**config.mk**
```make
export PLATFORM = sky130hd
export DESIGN_NAME = mem_dma_flat
export DESIGN_NICKNAME = d
export VERILOG_FILES = /design/src/rtl/mem_dma_if.sv /design/src/rtl/mem_dma.sv /design/src/flat_wrapper.sv
export SDC_FILE = /design/constraint.sdc
export NUM_CORES = 1
export LEC_CHECK = 0
export ABC_AREA = 0
export BUFFER_PORTS_ARGS = -buffer_cell sky130_fd_sc_hd__buf_2
export CAP_MARGIN = 40
export CORE_UTILIZATION = 50
export CTS_BUF_LIST = sky130_fd_sc_hd__clkbuf_8
export DETAILED_ROUTE_END_ITERATION = 6
export PLACE_DENSITY = 0.79
export RECOVER_POWER = 50
export SLEW_MARGIN = 20
export SYNTH_ARGS = -nofsm -noshare
export SYNTH_HDL_FRONTEND = slang
export SYNTH_SLANG_ARGS = --single-unit
```
**constraint.sdc**
```tcl
create_clock -name clk -period 3.3 [get_ports clk]
set_input_delay 0.825 -clock clk [delete_from_list [all_inputs] [get_ports clk]]
set_output_delay 0.825 -clock clk [all_outputs]
set_load 0.01 [all_outputs]
```
**src/rtl/mem_dma_if.sv**
```systemverilog
// Bundles the copy-engine request, status and memory-bus signals.
// master: requester plus memory side (drives start/config and mem_rdata); slave: the DMA engine.
interface mem_dma_if #(
  parameter int AW = 8,
  parameter int DW = 8,
  parameter int LW = AW + 1
);
  logic          start;
  logic [AW-1:0] src;
  logic [AW-1:0] dst;
  logic [LW-1:0] len;
  logic          fill;
  logic [DW-1:0] fill_val;
  logic          busy;
  logic          done;
  logic [AW-1:0] mem_addr;
  logic [DW-1:0] mem_wdata;
  logic          mem_write;
  logic [DW-1:0] mem_rdata;

  modport master (
    output start, src, dst, len, fill, fill_val, mem_rdata,
    input  busy, done, mem_addr, mem_wdata, mem_write
  );

  modport slave (
    input  start, src, dst, len, fill, fill_val, mem_rdata,
    output busy, done, mem_addr, mem_wdata, mem_write
  );
endinterface

```
**src/rtl/mem_dma.sv**
```systemverilog
// Single-channel byte copy engine driving a single-port memory (READ cycle then WRITE cycle per byte).
// Optional fill mode (write fill_val, no reads) is compiled in when MEM_DMA_FILL_EN is defined.
module mem_dma #(
  parameter int AW = 8,
  parameter int DW = 8,
  parameter int LW = AW + 1
) (
  input  logic        clk,
  input  logic        rst_n,
  mem_dma_if.slave    bus
);

  typedef enum logic [1:0] {IDLE, READ, WRITE, DONE} state_e;

  state_e        state_q, state_d;
  logic [AW-1:0] src_q, src_d, dst_q, dst_d;
  logic [LW-1:0] len_q, len_d, idx_q, idx_d, idx_inc;
  logic [DW-1:0] data_q, data_d;
  logic          fill_q, fill_d;
  logic [DW-1:0] fill_val_q, fill_val_d;
  logic          fill_start;
  logic [DW-1:0] fill_val_in;
  logic [AW-1:0] mem_addr;
  logic [DW-1:0] mem_wdata;
  logic          mem_write;

`ifdef MEM_DMA_FILL_EN
  assign fill_start  = bus.fill;
  assign fill_val_in = bus.fill_val;
`else
  // Fill ports stay on the interface in every build but carry no meaning here.
  logic unused_fill;
  assign fill_start  = 1'b0;
  assign fill_val_in = '0;
  assign unused_fill = ^{bus.fill, bus.fill_val};
`endif

  assign idx_inc = idx_q + LW'(1);

  always_ff @(posedge clk or negedge rst_n) begin
    if (!rst_n) begin
      state_q    <= IDLE;
      src_q      <= '0;
      dst_q      <= '0;
      len_q      <= '0;
      idx_q      <= '0;
      data_q     <= '0;
      fill_q     <= 1'b0;
      fill_val_q <= '0;
    end else begin
      state_q    <= state_d;
      src_q      <= src_d;
      dst_q      <= dst_d;
      len_q      <= len_d;
      idx_q      <= idx_d;
      data_q     <= data_d;
      fill_q     <= fill_d;
      fill_val_q <= fill_val_d;
    end
  end

  always_comb begin
    state_d    = state_q;
    src_d      = src_q;
    dst_d      = dst_q;
    len_d      = len_q;
    idx_d      = idx_q;
    data_d     = data_q;
    fill_d     = fill_q;
    fill_val_d = fill_val_q;
    case (state_q)
      IDLE: begin
        if (bus.start) begin
          src_d      = bus.src;
          dst_d      = bus.dst;
          len_d      = bus.len;
          idx_d      = '0;
          fill_d     = fill_start;
          fill_val_d = fill_val_in;
          if (bus.len == '0)   state_d = DONE;
          else if (fill_start) state_d = WRITE;
          else                 state_d = READ;
        end
      end
      READ: begin
        data_d  = bus.mem_rdata;
        state_d = WRITE;
      end
      WRITE: begin
        idx_d = idx_inc;
        // Compare at full LW width so a 2**AW-byte transfer terminates.
        if (idx_inc == len_q) state_d = DONE;
        else if (fill_q)      state_d = WRITE;
        else                  state_d = READ;
      end
      DONE:    state_d = IDLE;
      default: state_d = IDLE;
    endcase
  end

  // Memory-side outputs decode purely from registered state; addresses wrap mod 2**AW.
  always_comb begin
    mem_addr  = '0;
    mem_wdata = '0;
    mem_write = 1'b0;
    case (state_q)
      READ:  mem_addr = src_q + idx_q[AW-1:0];
      WRITE: begin
        mem_addr  = dst_q + idx_q[AW-1:0];
        mem_wdata = fill_q ? fill_val_q : data_q;
        mem_write = 1'b1;
      end
      default: ;
    endcase
  end

  assign bus.busy      = (state_q != IDLE);
  assign bus.done      = (state_q == DONE);
  assign bus.mem_addr  = mem_addr;
  assign bus.mem_wdata = mem_wdata;
  assign bus.mem_write = mem_write;

endmodule

```
**src/flat_wrapper.sv**
```systemverilog
// flat-port wrapper written by rule: the top's interface ports become plain ports
module mem_dma_flat 
#(
  parameter int AW = 8,
  parameter int DW = 8,
  parameter int LW = AW + 1
)
  (clk, rst_n, bus_start, bus_src, bus_dst, bus_len, bus_fill, bus_fill_val, bus_mem_rdata, bus_busy, bus_done, bus_mem_addr, bus_mem_wdata, bus_mem_write);
  mem_dma_if #(.AW(AW), .DW(DW), .LW(LW)) bus_i ();
  input  logic clk;
  input  logic rst_n;
  input wire logic [$bits(bus_i.start)-1:0] bus_start;
  input wire logic [$bits(bus_i.src)-1:0] bus_src;
  input wire logic [$bits(bus_i.dst)-1:0] bus_dst;
  input wire logic [$bits(bus_i.len)-1:0] bus_len;
  input wire logic [$bits(bus_i.fill)-1:0] bus_fill;
  input wire logic [$bits(bus_i.fill_val)-1:0] bus_fill_val;
  input wire logic [$bits(bus_i.mem_rdata)-1:0] bus_mem_rdata;
  output wire logic [$bits(bus_i.busy)-1:0] bus_busy;
  output wire logic [$bits(bus_i.done)-1:0] bus_done;
  output wire logic [$bits(bus_i.mem_addr)-1:0] bus_mem_addr;
  output wire logic [$bits(bus_i.mem_wdata)-1:0] bus_mem_wdata;
  output wire logic [$bits(bus_i.mem_write)-1:0] bus_mem_write;
  assign bus_i.start = bus_start;
  assign bus_i.src = bus_src;
  assign bus_i.dst = bus_dst;
  assign bus_i.len = bus_len;
  assign bus_i.fill = bus_fill;
  assign bus_i.fill_val = bus_fill_val;
  assign bus_i.mem_rdata = bus_mem_rdata;
  assign bus_busy = bus_i.busy;
  assign bus_done = bus_i.done;
  assign bus_mem_addr = bus_i.mem_addr;
  assign bus_mem_wdata = bus_i.mem_wdata;
  assign bus_mem_write = bus_i.mem_write;
  mem_dma #(.AW(AW), .DW(DW), .LW(LW)) u_core (.clk(clk), .rst_n(rst_n), .bus(bus_i));
endmodule
```
==> run_results.csv, run 1 <==
group,metric,value,unit
finish,multi_input_gate_area,1590,µm²
grt,grt.met1_usage,30.6,%
pwr,totalPowerFinal,3.18,mW
floorplanning,core_region_area,4850,µm²
yosys,ys_warn_count,0,
yosys,main_combinational_cell_family_by_area_after_synthesis,"multiplexers",
route,routedWlPerCell,15.7,µm
yosys,syn-num-nets,298,
clocking,worstSkewPairLatency,0.31,ns
grt,gr-usage-met3,4.53,%
critical_path,worst_path_largest_cell_delay,0.40,ns
critical_path,worst-setup-path-type,"flop to output pin",
yosys,synth_top_area_share,42.6,%
critical_path,timing.critical_path.from_type,"flop",
critical_path,timing.critical_path.to,"bus_mem_addr[6]",
floorplanning,die_area,5460,µm²
floorplanning,floorplan.io_pins,64,
critical_path,cp-startpoint,"u_core.state_q[0]$_DFFE_PN0P_",
floorplanning,chipHeight,73.9,µm
place,total_instance_count_after_detailed_placement,361,
clocking,clock_sinks,44,
clocking,cts_tree,"done",
route,viasPerCell,5.46,
clocking,htreeDepth,2,
finish,antennaDiodeCount,0,
critical_path,critical_path.reg2reg.startpoint,"u_core.state_q[1]$_DFFE_PN0P_",
pwr,powerDensity,963,nW/µm²
critical_path,critical_path.reg2reg.endpoint,"u_core.state_q[1]$_DFFE_PN0P_",
timing,hold_viol_final,0,
critical_path,cp_cell_sequence,"inv_2 > ha_4 > buf_4 > mux2_2 > ha_4 > or3_1 > or3_4 > nand3_2 > buf_6",
finish,layout-area-overhead-vs-synth,27.8,%
timing,worst_clock_skew,0.00847,ns
floorplanning,row_count,25,
yosys,synthTopCellsByCount,"44 x dfrtp_1, 40 x mux2_2, 16 x nand2_1",
finish,finish.utilization,68.1,%
outcome,failed_checks,"negative setup slack",
yosys,synthAdderAreaFrac,6.59,%
yosys,synth_simple_gate_area_share,14.0,%
route,number_of_violations_reported_at_the_end_of_detailed_routing_iteration_0,106,
yosys,post_synth_xor_area_fraction,4.41,%
yosys,leading_area_contributor_after_synthesis,"dfrtp_1",
grt,gr_ovfl_total,0,
timing,setup-tns-final,-0.228,ns
route,detailroute.via_count,2060,
floorplanning,floorplan.initialDensity,53.3,%
critical_path,critical_path.most_common_cell,"ha_4",
clocking,cts-root-to-sink-buffers,2,
yosys,synthMuxAreaShare,19.0,%
timing,period_minus_slack,3.41,ns
grt,global_route.usage.met2,41.3,%
outcome,result_of_the_run,"finished, violations left",
critical_path,max_fanout_on_critical_path,7,
min_path,type_of_the_worst_min_delay_path,"flop to flop",
critical_path,worst-endpoint-arrival,2.59,ns
critical_path,worstPathRequired,2.47,ns
pwr,clock_power_share,10.9,%
route,detail_route.drc_violations,0,
pwr,combinationalPowerShare,59.4,%
timing,worst_slew_margin_rel,10.1,%
pwr,max-vdd-ir-drop,0.634,mV
finish,finalNonFillerCells,377,
yosys,synth.avg_cell_area,10.8,µm²
yosys,synth_area_leaders,"dfrtp_1 43%, mux2_2 17%, ha_1 5.8%, xnor2_1 2.4%, nand2_1 2.3%",
grt,grt_busiest_layer,"met2",
timing,finalWorstSetupSlack,-0.114,ns
pwr,power_internal,1.90,mW
yosys,yosysMostFrequentCell,"dfrtp_1",
grt,antenna_found_initial,0,
finish,post_route_cells_drive_above_1_share,47.1,%
critical_path,reg2reg_slack,1.22,ns
place,placement.io_buffers,54,
clocking,path_clk_slew,0.09,ns
flow_run,cap_viol_max_count,0,
finish,num-nets-final,367,
pwr,power.switching_fraction,40.2,%
yosys,synth_compound_area_share,10.3,%
grt,largest_net_degree_at_the_start_of_global_routing,25,
yosys,synthesis.instances,240,
finish,fill_cells,346,
floorplanning,die_outline_width,73.9,µm
finish,register_area,1100,µm²
yosys,mappedNetlistArea,2580,µm²
critical_path,worst_reg2reg_path_depth,8,
timing,max_clock_freq,293,MHz
place,post-dp-hpwl,4.09,mm
timing,unrepaired_setup_endpoints_after_global_routing,"yes",
timing,post-route-period-util,103,%
yosys,synth.ff_latch_count,44,
yosys,yosys.cell_types.count,43,
grt,grt_pass1_vias,2059,
grt,grt_usage,24.3,%
pwr,reported_leakage_power,1.51,nW
clocking,numCtsBuffers,5,
timing,tightest_slew,1.35,ns
timing,setup_violations,3,
critical_path,timing.critical_path.slowest_stage_cell,"dfrtp_1",
place,post-place-ws,-0.0308,ns
pwr,power_frac_seq,29.8,%
timing,report.final.slew_viol_count,0,
grt,grt_first_pass_wirelength,9.84,mm
clocking,clock_tree.root_cell,"clkbuf_8",
route,route.antenna.remaining_nets,0,
yosys,seq_area_frac_synth,42.6,%
yosys,number_of_flops_mapped_to_enable_cells_by_yosys,0,
pwr,power.switching,1.28,mW
critical_path,crit_path_end_kind,"output pin",
route,wirelength,5.93,mm
yosys,yosys_most_used_dff,"dfrtp_1",
yosys,async_reset_ff_share,100,%
place,gp_congestion,0.860,
route,dr.pass1.iters,4,
[area by class of cell]
| class | instances | area share, % |
|---|---|---|
| Multi-Input combinational cell | 177 | 48.1 |
| Clock inverter | 3 | 0.720 |
| Sequential cell | 44 | 33.4 |
| Timing Repair Buffer | 69 | 11.9 |
| Inverter | 12 | 1.36 |
| Clock buffer | 5 | 2.08 |
| Tap cell | 67 | 2.54 |
[layout by cell type (no fill, tap or decap), types with 3 or more instances in the layout]
master    count
o21ai_1       4
mux2_4        5
inv_1         9
nor3_1        6
nand2_1      15
ha_4          8
xor2_1        6
mux2i_1       4
and2_1        9
nand3_1       4
mux2_2       35
dfrtp_1      44
xnor2_1       7
ha_1          4
buf_4        12
nor3_2        4
inv_2         3
nor2_1       12
a21o_1        4
o21ai_0       8
a21oi_1       5
clkbuf_8      5
buf_2        52
buf_6         3
[stage by stage]
stage	cell area (µm²)	hold slack, ns
floorplan	2590	0.473
CTS	3260	0.482
global placement	2950	0.482
global route	3300	0.521
finish	3300	0.509
detailed placement	2970	0.493
[power by group through the flow]
stage	Combinational (mW)	Sequential [mW]	Clock, mW
final	1.89	0.946	0.346
after CTS	1.75	0.941	0.352
after global placement	1.47	0.927	0
after global routing	2.06	0.974	0.372
after floorplan	1.09	0.893	0
after detailed placement	1.53	0.942	0
[how the worst min path moves through the flow]
stage                                  from                      endpoint  cells past startpoint
5_1_grt         u_core.src_q[7]$_DFFE_PN0P_   u_core.src_q[7]$_DFFE_PN0P_                      1
3_3_place_gp   u_core.data_q[0]$_DFFE_PN0P_  u_core.data_q[0]$_DFFE_PN0P_                      1
3_5_place_dp    u_core.dst_q[0]$_DFFE_PN0P_   u_core.dst_q[0]$_DFFE_PN0P_                      1
6_report        u_core.src_q[7]$_DFFE_PN0P_   u_core.src_q[7]$_DFFE_PN0P_                      1
4_1_cts                               rst_n   u_core.src_q[4]$_DFFE_PN0P_                      1
2_1_floorplan  u_core.data_q[0]$_DFFE_PN0P_  u_core.data_q[0]$_DFFE_PN0P_                      1
[worst max-delay path: cells and delay by family (launching register included)]
family                     cells  cell delay [ns]
muxes                          1             0.36
adders and majority gates      2             0.38
DFF                            1             0.40
buffers and inverters          3             0.30
and+or+nand+nor                3             0.83
[per-layer routing]
layer | vias up | routed length (µm)
met3 | 11 | 248
met5 | - | 0
li1 | 992 | -
met2 | 47 | 3020
met1 | 1010 | 2540
met4 | 0 | 124
[registers in the layout (all words and copies together) (netlist names)]
register        flops
u_core.len_q        9
u_core.idx_q        9
u_core.state_q      2
u_core.src_q        8
u_core.data_q       8
u_core.dst_q        8
[cell families after synthesis]
group | after synthesis
AO/OA/AOI/OAI | 40
flip-flops | 44
AND/OR/NAND/NOR | 67
adder cells (fa/ha/maj) | 13
XOR/XNOR | 13
multiplexers | 44
buffers and inverters | 19
[what timing repair did]
action / CTS / global route
hold buffers: 0 / 0
setup buffers: 6 / 3
pin swaps: 9 / 8
gates cloned: 0 / 0
gates resized for setup: 28 / 9
endpoints found under the setup margin: 5 / 5
No activity file was read; power rests on OpenSTA's default activity.
==> run 2: changes to the inputs <==
--- a/config.mk
+++ b/config.mk
@@ -8,6 +8,7 @@
 export ABC_AREA = 0
 export BUFFER_PORTS_ARGS = -buffer_cell sky130_fd_sc_hd__buf_2
 export CAP_MARGIN = 40
+export CORE_MARGIN = 4
 export CORE_UTILIZATION = 50
 export CTS_BUF_LIST = sky130_fd_sc_hd__clkbuf_8
 export DETAILED_ROUTE_END_ITERATION = 6
==> constraint.sdc (replaced) <==
create_clock -name clk -period 3.3 [get_ports clk]
set_input_delay 0.825 -clock clk [delete_from_list [all_inputs] [get_ports clk]]
set_output_delay 0.825 -clock clk [all_outputs]
set_load 0.02 [all_outputs]
==> run 2 against run 1 <==
Power up 5.2%. Largest power group unchanged. Final area up 0.57%. Clock skew is 0.0045 ns lower. Cell count grew 0.53%. Count of clock-buffer cells in the layout did not move. Critical path depth grew 1. Worst hold slack worse by 0.0024 ns. Non-clock buffer count up 2. Die area increased by 17%. The flow finishes with violations (max-capacitance violations, max-slew violations, negative setup slack). Maximum frequency is 0.24% lower. Utilization rose by 0.39 points. Combinational power increased by 5%. Critical endpoint is now bus_mem_addr[5].
==> run_results.csv, run 2 (same netlist as run 1, synthesis figures left out) <==
group,metric,value,unit
finish,top_regs,"u_core.idx_q (9), u_core.len_q (9)",
clocking,cts_tree,"done",
critical_path,worst-path-buf-inv,2,
timing,setup_violations,3,
critical_path,timing.critical_path.from_type,"flop",
critical_path,reg2reg_slack,1.19,ns
clocking,clock_sinks,44,
min_path,min_from,"u_core.data_q[1]$_DFFE_PN0P_",
floorplanning,floorplan.initialDensity,53.3,%
floorplanning,chipHeight,79.9,µm
route,detailroute.via_count,2091,
pwr,powerDensity,1010,nW/µm²
critical_path,cp_cell_sequence,"ha_4 > buf_4 > mux2_4 > ha_4 > a21o_1 > a21o_1 > a21o_1 > a211oi_2 > nor3_2 > buf_4",
grt,grt_pass1_vias,2178,
min_path,timing.hold.worst_path_depth,1,
finish,layout-area-overhead-vs-synth,28.5,%
floorplanning,core_region_area,4850,µm²
pwr,totalPowerFinal,3.35,mW
timing,finalWorstSetupSlack,-0.122,ns
place,post-place-ws,-0.0258,ns
critical_path,worst-endpoint-arrival,2.60,ns
critical_path,cp_top_family,"compound AO/OA/AOI/OAI gates",
critical_path,crit_path_end_kind,"output pin",
clocking,post_cts_hold_buffer_count,0,
floorplanning,die_outline_width,79.9,µm
timing,worst_slew_margin_rel,-13.2,%
route,detail_route.drc_violations,0,
route,routedWlPerCell,16.1,µm
critical_path,cp.depth,10,
finish,post_route_cells_drive_above_1_share,47.1,%
timing,max_clock_freq,292,MHz
finish,antennaDiodeCount,0,
outcome,result_of_the_run,"finished, violations left",
place,detailed_place.area,3020,µm²
min_path,type_of_the_worst_min_delay_path,"flop to flop",
critical_path,max_fanout_on_critical_path,6,
critical_path,critical_path.most_common_cell,"a21o_1",
flow_run,cap_viol_max_count,1,
timing,hold_viol_final,0,
clocking,numCtsBuffers,5,
finish,finalNonFillerCells,379,
floorplanning,floorplan.io_pins,64,
place,post-dp-hpwl,4.13,mm
timing,tightest_slew,1.70,ns
clocking,worstSkewPairLatency,0.29,ns
critical_path,timing.critical_path.slowest_stage_cell,"dfrtp_1",
timing,report.final.slew_viol_count,32,
outcome,failed_checks,"max-capacitance violations, max-slew violations, negative setup slack",
critical_path,worst_path_largest_cell_delay,0.44,ns
grt,gr_ovfl_total,0,
timing,post-route-period-util,104,%
finish,num-nets-final,369,
place,gp_congestion,0.796,
critical_path,worstPathRequired,2.47,ns
min_path,min_delay_worst_endpoint,"u_core.data_q[1]$_DFFE_PN0P_",
place,total_instance_count_after_detailed_placement,364,
clocking,cts-root-to-sink-buffers,2,
route,number_of_violations_reported_at_the_end_of_detailed_routing_iteration_0,168,
timing,period_minus_slack,3.42,ns
finish,final_cell_mix,"48 x buf_2, 44 x dfrtp_1, 37 x mux2_2, 20 x buf_4, 16 x nand2_1",
route,dr.pass1.iters,5,
pwr,max-vdd-ir-drop,0.664,mV
timing,unrepaired_setup_endpoints_after_global_routing,"yes",
floorplanning,die_area,6380,µm²
critical_path,worst_reg2reg_path_depth,7,
grt,largest_net_degree_at_the_start_of_global_routing,32,
clocking,path_clk_slew,0.08,ns
pwr,reported_leakage_power,1.52,nW
critical_path,critical_path.reg2reg.endpoint,"u_core.src_q[2]$_DFFE_PN0P_",
critical_path,worst-setup-path-type,"flop to output pin",
timing,fin_hold_ws,0.506,ns
clocking,clock_tree.root_cell,"clkbuf_8",
route,viasPerCell,5.52,
route,wirelength,6.08,mm
finish,layout.cells.most_common,"buf_2",
route,route.antenna.remaining_nets,0,
clocking,htreeDepth,2,
timing,worst_clock_skew,0.00402,ns
grt,grt_usage,20.2,%
critical_path,critical_path.reg2reg.startpoint,"u_core.state_q[0]$_DFFE_PN0P_",
place,placement.io_buffers,54,
grt,antenna_found_initial,0,
finish,final_area,3320,µm²
timing,setup-tns-final,-0.276,ns
grt,grt_first_pass_wirelength,9.94,mm
finish,finish.utilization,68.5,%
floorplanning,row_count,25,
==> run 2: cell count changes in the layout (fill, tap and decap cells not counted), sizes merged <==
cell      previous run  this run
bufinv               0         1
clkinvlp             2         1
buf                 67        69
==> run 2: layer usage <==
metal | part of all wire, % | global-route usage (%) | vias to the layer above | routed length, µm
li1 | - | - | 991 | -
met1 | 40 | 24.0 | 1016 | 2440
met2 | 52 | 36.0 | 66 | 3180
met3 | 4.8 | 4.06 | 18 | 291
met4 | 2.8 | 7.26 | 0 | 172
met5 | 0 | 0 | - | 0
==> run 2: power breakdown <==
part           switching, mW  total, mW  leakage [nW]  internal [mW]
Clock                  0.187      0.411        0.0541          0.224
Combinational           1.01       1.98         0.929          0.977
Sequential             0.176      0.951         0.536          0.775
Total                   1.37       3.35          1.52           1.98
==> run 2: cell type report <==
| class | instances | area [µm²] |
|---|---|---|
| sequential | 44 | 1100 |
| clock inverter | 3 | 42.5 |
| timing repair buffer | 71 | 409 |
| tap | 67 | 83.8 |
| multi-input combinational | 177 | 1570 |
| inverter | 12 | 45.0 |
| fill | 333 | 1530 |
| clock buffer | 5 | 68.8 |
==> run 2: worst max path at each step <==
stage / from / endpoint / slack (ns)
global placement: u_core.state_q[0]$_DFFE_PN0P_ / bus_mem_addr[6] / 0.03
floorplan: u_core.state_q[0]$_DFFE_PN0P_ / bus_mem_addr[7] / -0.01
detailed placement: u_core.state_q[0]$_DFFE_PN0P_ / bus_mem_addr[6] / -0.03
CTS: u_core.state_q[0]$_DFFE_PN0P_ / bus_mem_addr[6] / -0.09
global route: u_core.state_q[0]$_DFFE_PN0P_ / bus_mem_addr[5] / -0.19
finish: u_core.state_q[1]$_DFFE_PN0P_ / bus_mem_addr[5] / -0.12
==> run 2: what timing repair did <==
| item | CTS | global route |
|---|---|---|
| resized for setup | 29 | 5 |
| gates cloned | 0 | 0 |
| endpoints found under the setup margin | 5 | 4 |
| pin swaps | 9 | 8 |
| setup buffers | 3 | 4 |
==> run 3: changes to the inputs <==
--- a/config.mk
+++ b/config.mk
@@ -9,10 +9,10 @@
 export BUFFER_PORTS_ARGS = -buffer_cell sky130_fd_sc_hd__buf_2
 export CAP_MARGIN = 40
 export CORE_MARGIN = 4
-export CORE_UTILIZATION = 50
+export CORE_UTILIZATION = 55
 export CTS_BUF_LIST = sky130_fd_sc_hd__clkbuf_8
 export DETAILED_ROUTE_END_ITERATION = 6
-export PLACE_DENSITY = 0.79
+export PLACE_DENSITY = 0.82
 export RECOVER_POWER = 50
 export SLEW_MARGIN = 20
 export SYNTH_ARGS = -nofsm -noshare
==> constraint.sdc (replaced) <==
create_clock -name clk -period 3.4 [get_ports clk]
set_input_delay 0.85 -clock clk [delete_from_list [all_inputs] [get_ports clk]]
set_output_delay 0.85 -clock clk [all_outputs]
set_load 0.02 [all_outputs]
==> run 3 against run 2 <==
The flow still finishes with violations (max-capacitance violations, max-slew violations, negative setup slack). Register-to-register slack gained 0.02 ns. First-iteration DRC count grew 24%. Final area shrank 0.83%. Critical endpoint is now bus_mem_addr[6].
==> run_results.csv, run 3 (same netlist as run 1, synthesis figures left out) <==
group,metric,value,unit
outcome,result_of_the_run,"finished, violations left",
outcome,failed_checks,"max-capacitance violations, max-slew violations, negative setup slack",
pwr,combinationalPowerShare,59.8,%
pwr,power_internal,1.94,mW
timing,setup-tns-final,-0.158,ns
grt,largest_net_degree_at_the_start_of_global_routing,28,
timing,worst_slew_margin_rel,-0.614,%
timing,setup_violations,3,
pwr,power.switching_fraction,40.7,%
timing,tightest_slew,1.51,ns
floorplanning,row_count,24,
route,number_of_violations_reported_at_the_end_of_detailed_routing_iteration_0,208,
place,placement.io_buffers,54,
timing,unrepaired_setup_endpoints_after_global_routing,"yes",
pwr,max-vdd-ir-drop,0.502,mV
timing,finalWorstSetupSlack,-0.0743,ns
finish,layout-area-overhead-vs-synth,27.5,%
finish,antennaDiodeCount,0,
flow_run,cap_viol_max_count,1,
floorplanning,core_region_area,4440,µm²
clocking,worstSkewPairLatency,0.30,ns
clocking,clock_tree.root_cell,"clkbuf_8",
critical_path,timing.critical_path.from_type,"flop",
place,detailed_place.area,2970,µm²
pwr,clock_power_share,12.1,%
route,route.antenna.remaining_nets,0,
floorplanning,die_area,5860,µm²
grt,grt_pass1_vias,2160,
floorplanning,floorplan.io_pins,64,
critical_path,crit_path_end_kind,"output pin",
place,post-dp-hpwl,4.21,mm
min_path,type_of_the_worst_min_delay_path,"flop to flop",
finish,post_route_cells_drive_above_1_share,46.5,%
finish,num-nets-final,369,
timing,max_clock_freq,288,MHz
critical_path,worst-endpoint-arrival,2.62,ns
clocking,cts-root-to-sink-buffers,2,
timing,post-route-period-util,102,%
clocking,post_cts_hold_buffer_count,0,
route,routedWlPerCell,17.0,µm
timing,period_minus_slack,3.47,ns
clocking,path_clk_slew,0.08,ns
floorplanning,chipHeight,76.5,µm
route,detailroute.via_count,2109,
route,viasPerCell,5.79,
clocking,clock_sinks,44,
route,detail_route.drc_violations,0,
pwr,power.switching,1.33,mW
finish,multi_input_gate_area,1560,µm²
critical_path,worst_reg2reg_path_depth,8,
place,gp_congestion,0.797,
grt,grt_first_pass_wirelength,10.0,mm
timing,hold_viol_final,0,
critical_path,max_fanout_on_critical_path,5,
finish,fill_cells,296,
timing,worst_clock_skew,0.00494,ns
grt,grt_usage,21.4,%
floorplanning,die_outline_width,76.5,µm
finish,register_area,1100,µm²
clocking,numCtsBuffers,5,
pwr,power_frac_seq,28.1,%
grt,antenna_found_initial,0,
finish,final_area,3290,µm²
min_path,timing.hold.worst_path_depth,1,
route,dr.pass1.iters,4,
finish,top_regs,"u_core.idx_q (9), u_core.len_q (9)",
critical_path,worstPathRequired,2.55,ns
critical_path,worst-setup-path-type,"flop to output pin",
clocking,htreeDepth,2,
floorplanning,floorplan.initialDensity,58.1,%
clocking,cts_tree,"done",
timing,report.final.slew_viol_count,28,
pwr,powerDensity,991,nW/µm²
finish,final_cell_mix,"48 x buf_2, 44 x dfrtp_1, 35 x mux2_2, 18 x buf_4, 16 x nand2_1",
grt,gr_ovfl_total,0,
route,wirelength,6.18,mm
finish,layout.cells.most_common,"buf_2",
pwr,reported_leakage_power,1.53,nW
[run 3: critical path, cell delays in order, from the launching register on]
cell and delay [ns]:
dfrtp_1 0.39, inv_2 0.08, ha_4 0.17, buf_6 0.13, mux2_4 0.31, ha_4 0.27, inv_2 0.03, or3_1 0.34
or3_4 0.38, nand3_2 0.10, buf_6 0.12
[run 3: final timing paths]
path | to | start | slack (ns)
max in group asynchronous | u_core.dst_q[1]$_DFFE_PN0P_ | rst_n | 0.84
setup / recovery | bus_mem_addr[6] | u_core.state_q[0]$_DFFE_PN0P_ | -0.07
setup reg to reg | u_core.state_q[1]$_DFFE_PN0P_ | u_core.state_q[1]$_DFFE_PN0P_ | 1.21
hold reg to reg | u_core.data_q[5]$_DFFE_PN0P_ | u_core.data_q[5]$_DFFE_PN0P_ | 0.50
min in group asynchronous | u_core.data_q[5]$_DFFE_PN0P_ | rst_n | 0.66
hold / removal | u_core.data_q[5]$_DFFE_PN0P_ | u_core.data_q[5]$_DFFE_PN0P_ | 0.50
[run 3: metrics by stage]
step | hold slack [ns] | utilization (%) | std cells | power (mW) | setup WS (ns)
final | 0.505 | 74.1 | 364 | 3.26 | -0.0743
after global routing | 0.528 | 74.1 | 364 | 3.48 | -0.149
after CTS | 0.485 | 72.8 | 362 | 3.13 | -0.0390
after detailed placement | 0.489 | 66.7 | 346 | 2.53 | 0.00986
after global placement | 0.482 | 66.3 | 345 | 2.46 | 0.0717
after floorplan | 0.473 | - | 240 | 2.06 | 0.0416
[run 3: final cells by class]
| class | count | area share, % |
|---|---|---|
| multi-input combinational | 177 | 47.3 |
| sequential | 44 | 33.4 |
| timing repair buffer | 71 | 12.7 |
| clock buffer | 5 | 2.09 |
| tap | 52 | 1.98 |
| inverter | 12 | 1.37 |
| clock inverter | 3 | 1.18 |
[run 3: timing repair]
action                                  CTS  global route
buffers inserted                          9             2
gates resized for setup                  24            14
endpoints found under the setup margin    5             5
pin swaps                                 8             4
[run 3: metal layers]
layer	track usage (%)	vias up	routed length [µm]
met4	6.34	0	108
met5	0	-	0
met3	4.85	13	314
met2	37.7	79	3200
met1	26.1	1022	2560
li1	-	995	-
[run 3: power groups by stage]
stage	registers [mW]	logic (mW)	clock network (mW)
CTS	0.908	1.82	0.399
global route	0.940	2.12	0.425
global placement	0.899	1.56	0
finish	0.917	1.95	0.395
floorplan	0.867	1.19	0
detailed placement	0.913	1.61	0
